## src/rtl/snn_pkg.sv

```systemverilog
// Shared constants and saturation helper for the SNN datapaths (synapse and LIF neuron).
package snn_pkg;

    localparam int NBITS_DEFAULT = 6;

    localparam logic signed [NBITS_DEFAULT-1:0] SAT_MAX = {1'b0, {(NBITS_DEFAULT-1){1'b1}}};
    localparam logic signed [NBITS_DEFAULT-1:0] SAT_MIN = {1'b1, {(NBITS_DEFAULT-1){1'b0}}};

    // Two guard bits give enough headroom for one decayed value plus one weight.
    localparam logic signed [NBITS_DEFAULT+1:0] SAT_MAX_WIDE = (NBITS_DEFAULT+2)'(SAT_MAX);
    localparam logic signed [NBITS_DEFAULT+1:0] SAT_MIN_WIDE = (NBITS_DEFAULT+2)'(SAT_MIN);

    typedef struct packed {
        logic signed [NBITS_DEFAULT-1:0] value;
        logic                            overflow;
    } sat_result_t;

    // Clamp a widened sum into the NBITS range and report whether clamping happened.
    function automatic sat_result_t sat_nbits(input logic signed [NBITS_DEFAULT+1:0] x);
        sat_result_t r;
        if (x > SAT_MAX_WIDE) begin
            r.value    = SAT_MAX;
            r.overflow = 1'b1;
        end else if (x < SAT_MIN_WIDE) begin
            r.value    = SAT_MIN;
            r.overflow = 1'b1;
        end else begin
            r.value    = x[NBITS_DEFAULT-1:0];
            r.overflow = 1'b0;
        end
        return r;
    endfunction

endpackage

```

## src/rtl/spike_delay_line.sv

```systemverilog
// Axonal delay: shift register of past spikes with a selectable tap.
// A delay of zero bypasses the register and presents the live spike.
module spike_delay_line #(
    parameter int DELAY_W = 3
) (
    input  logic               clk,
    input  logic               reset_n,
    input  logic               enable,
    input  logic               spike_in,
    input  logic [DELAY_W-1:0] delay,
    output logic               spike_delayed
);

    localparam int STAGES = (2 ** DELAY_W) - 1;

    logic [STAGES-1:0]  sr;
    logic [DELAY_W-1:0] tap_idx;

    // Shift the spike history one stage per enabled cycle; reset discards in-flight spikes.
    always_ff @(posedge clk or negedge reset_n) begin
        if (!reset_n) begin
            sr <= '0;
        end else if (enable) begin
            sr <= {sr[STAGES-2:0], spike_in};
        end
    end

    // Select the live spike or the stage matching the requested delay.
    always_comb begin
        tap_idx = delay - 1'b1;
        if (delay == '0) begin
            spike_delayed = spike_in;
        end else begin
            spike_delayed = sr[tap_idx];
        end
    end

endmodule

```

## src/rtl/synapse_current_driver.sv

```systemverilog
// Synaptic current driver: delayed spikes add their weight to a current register
// that decays toward zero each enabled cycle, saturating to the signed NBITS range.
module synapse_current_driver
    import snn_pkg::*;
#(
    parameter int NBITS   = NBITS_DEFAULT,
    parameter int DELAY_W = 3
) (
    input  logic                    clk,
    input  logic                    reset_n,
    input  logic                    enable,
    input  logic                    spike_in,
    input  logic signed [NBITS-1:0] weight,
    input  logic signed [NBITS-1:0] decay,
    input  logic [DELAY_W-1:0]      delay,
    output logic                    spike_delayed,
    output logic signed [NBITS-1:0] current_out,
    output logic                    active,
    output logic                    sat_out
);

    localparam int W = NBITS + 2;

    logic signed [W-1:0] c_w;
    logic signed [W-1:0] d_w;
    logic signed [W-1:0] cd_w;
    logic signed [W-1:0] w_w;
    logic signed [W-1:0] n_w;
    sat_result_t         sat_r;

    spike_delay_line #(
        .DELAY_W(DELAY_W)
    ) u_delay_line (
        .clk          (clk),
        .reset_n      (reset_n),
        .enable       (enable),
        .spike_in     (spike_in),
        .delay        (delay),
        .spike_delayed(spike_delayed)
    );

    // Decay toward zero without crossing it, then add the weight of any delayed spike.
    always_comb begin
        c_w = {{2{current_out[NBITS-1]}}, current_out};
        d_w = decay[NBITS-1] ? '0 : {2'b00, decay};
        w_w = spike_delayed ? {{2{weight[NBITS-1]}}, weight} : '0;
        if (c_w > 0) begin
            cd_w = c_w - ((d_w < c_w) ? d_w : c_w);
        end else if (c_w < 0) begin
            cd_w = c_w + ((d_w < -c_w) ? d_w : -c_w);
        end else begin
            cd_w = '0;
        end
        n_w   = cd_w + w_w;
        sat_r = sat_nbits(n_w);
    end

    // Commit the saturated current and its status flags on each enabled cycle.
    always_ff @(posedge clk or negedge reset_n) begin
        if (!reset_n) begin
            current_out <= '0;
            active      <= 1'b0;
            sat_out     <= 1'b0;
        end else if (enable) begin
            current_out <= sat_r.value;
            active      <= (sat_r.value != '0);
            sat_out     <= sat_r.overflow;
        end
    end

endmodule

```

## config.mk

```make
export PLATFORM = sky130hd
export DESIGN_NAME = synapse_current_driver
export DESIGN_NICKNAME = d
export VERILOG_FILES = /design/src/rtl/snn_pkg.sv /design/src/rtl/spike_delay_line.sv /design/src/rtl/synapse_current_driver.sv
export SDC_FILE = /design/constraint.sdc
export NUM_CORES = 1
export LEC_CHECK = 0
export ABC_AREA = 1
export BUFFER_PORTS_ARGS = -buffer_cell sky130_fd_sc_hd__buf_2
export CAP_MARGIN = 20
export CORE_MARGIN = 2
export CORE_UTILIZATION = 58
export DETAILED_ROUTE_END_ITERATION = 10
export GPL_ROUTABILITY_DRIVEN = 0
export GPL_TIMING_DRIVEN = 0
export PLACE_DENSITY = 0.81
export SLEW_MARGIN = 20
export SYNTH_ARGS = -nofsm -noshare
export SYNTH_HDL_FRONTEND = slang
export SYNTH_SLANG_ARGS = --single-unit
```

## constraint.sdc

```tcl
create_clock -name clk -period 6.3 [get_ports clk]
set_clock_uncertainty 0.1 [all_clocks]
set_input_delay 0.945 -clock clk [delete_from_list [all_inputs] [get_ports clk]]
set_output_delay 0.945 -clock clk [all_outputs]
set_load 0.02 [all_outputs]
```

==> impl_metrics.yaml <==
floorplanning:
  rows: 21
  num_io_pins: 28
  die-width_um: 64.5
  die_h_um: 64.5
  start_util_pct: 62.1
  core_area_um2: 3420
  dieArea_um2: 4160
layout:
  area_growth_pct: 10.4
  layout-drive-gt1-share_pct: 17.9
  nNetsFinal: 394
  antennaDiodeCount: 0
  final_cells: 386
global_routing:
  grt_usage_pct: 24.7
  grt_pass1_vias: 1964
  grt_first_pass_wirelength_mm: 8.26
  grt_overflow: 0
  grt_antenna_before_repair: 0
  grt_max_degree: 16
clock_tree:
  cts_hold_buf: 0
  clk_latency_ns: 0.29
  cts_sinks: 15
  post_cts_buffers: 0
  htree_levels: 1
  cts_buffers: 3
  cts_resized: 0
  cts_tree: "yes"
  cts_buffer_depth: 2
  root_buffer: "clkbuf_4"
  clk_pin_slew_ns: 0.09
drt:
  drc: 0
  via_count: 2056
  wire_per_inst_um: 12.0
  wl_mm: 4.63
  antenna_left: 0
  drtIter0Drc: 121
  viasPerCell: 5.33
  drt-pass1-iter-count: 4
critical_path:
  cp_top_family: "simple AND/OR/NAND/NOR gates"
  crit_fanout: 9
  slowest_stage: "dfrtp_1"
  critPathBufInv: 3
  worstSetupPathType: "flop to flop"
  start_kind: "flop"
  slowest_delay_ns: 0.48
  required_ns: 6.38
  end_kind: "flop"
  arrival_ns: 5.42
  cp_common_cell: "nand2_1"
job:
  drv_cap: 0
yosys:
  yosysTopAreaCell: "ha_1"
  synth_top_area_share_pct: 18.3
  synthesis.area_um2: 2120
  ys_seq_area_share_pct: 17.7
  syn_area_per_cell_um2: 6.87
  syn_nets: 362
  synth_cells: 309
  yosysUniqueCellTypes: 32
  synth.area.top_cells: "ha_1 18%, dfrtp_1 18%, nand2_1 13%"
  ys_warn_count: 0
  ys_seq_elements: 15
sta:
  final_max_slew_viol_count: 0
  finalSetupViolations: 0
  hold_viol: 0
  relSlewSlack_pct: 71.6
  finalCritPeriodShare_pct: 84.7
  max_clock_freq_mhz: 188
  rsz0062_at_grt: "false"
  finalSetupTns_ns: 0
  worst_slew_pin_slew_ns: 0.421
  min_period_ns: 5.33
worst_hold_path:
  worstHoldPathType: "flop to flop"
run_status:
  status: "complete, no violations"
placed_design:
  port_buffers: 27
  placedCellCount: 382
  dp_hpwl_mm: 3.96
## kinds of logic (layout without fill, tap and decap cells)
family	count (synthesis)	after routing	share of synthesized area (%)
compound gates	63	63	16.9
fa+ha+maj	34	34	21.1
flops	15	15	17.7
simple gates	131	131	29.6
buf+inv	55	86	9.85
xor+xnor	11	11	4.89
## routing by layer
layer / global-route usage [%] / part of all wire (%)
met1: 32.5 / 47
met2: 44.1 / 47
met3: 3.30 / 4.8
met4: 3.72 / 0.54
met5: 0 / 0
## synth_stat cells, drive strengths merged
library cell and instances:
fa 3, nor2 20, o22ai 2, nand4 5, a21oi 24, xnor2 3
buf 2, a21o 2, nand3 19, a31oi 2, and3 1, a22oi 2
nand2 84, o221ai 1, nor3 2, o21bai 2, inv 51, clkbuf 2
o21ai 28, ha 31, dfrtp 15, xor2 8
## through the flow
step | util [%] | cell area [um^2] | hold WS [ns] | setup slack, ns
2_1_floorplan | - | 2120 | 0.350 | 1.55
3_3_place_gp | 67.8 | 2310 | 0.360 | 0.936
3_5_place_dp | 67.8 | 2310 | 0.367 | 0.846
4_1_cts | 68.6 | 2340 | 0.388 | 1.00
5_1_grt | 68.6 | 2340 | 0.423 | 0.493
6_report | 68.6 | 2340 | 0.388 | 0.967
## registers in the layout (all words and copies together), names as in the netlist
| signal | cells |
|---|---|
| active | 1 |
| current_out | 6 |
| sat_out | 1 |
| u_delay_line.sr | 7 |
## placed cells by master (no fill, tap or decap), types with 7 or more instances in the layout
cell / instances
a21oi_1: 22
o21ai_0: 26
nand3_1: 12
nor2_1: 20
xor2_1: 7
nand2_2: 7
buf_2: 29
ha_1: 31
nand3_2: 7
nand2_1: 72
inv_1: 47
dfrtp_1: 15
## cell type report
class,count,area (um^2)
tap,46,57.6
clock inverter,1,5.00
timing repair buffer,27,135
multi-input combinational,239,1540
inverter,51,191
clock buffer,3,22.5
fill,312,1070
buffer,4,17.5
sequential,15,375
## worst register-to-register path: cells and delay by family, from the launching register on
kind            cells  cell delay, ns
buf+inv             3            0.38
fa+ha+maj           5            1.47
simple gates       21            2.04
compound gates      6            0.77
flops               1            0.48
## path summary, 6_finish.rpt
| kind | slack, ns | from | end | depth (start not counted) |
|---|---|---|---|---|
| setup / recovery | 0.97 | current_out[1] | active | 35 |
| hold / removal | 0.39 | u_delay_line.sr[4] | u_delay_line.sr[5] | 2 |
| setup reg to reg | 0.97 | current_out[1] | active | 35 |
| hold reg to reg | 0.39 | u_delay_line.sr[4] | u_delay_line.sr[5] | 2 |
| max in group asynchronous | 5.42 | reset_n | sat_out | 1 |
| min in group asynchronous | 0.44 | reset_n | u_delay_line.sr[6] | 1 |
Power is left out: the tool's default activity adds up to more than one toggle a clock period on the data nets, which glitch-free logic cannot reach.
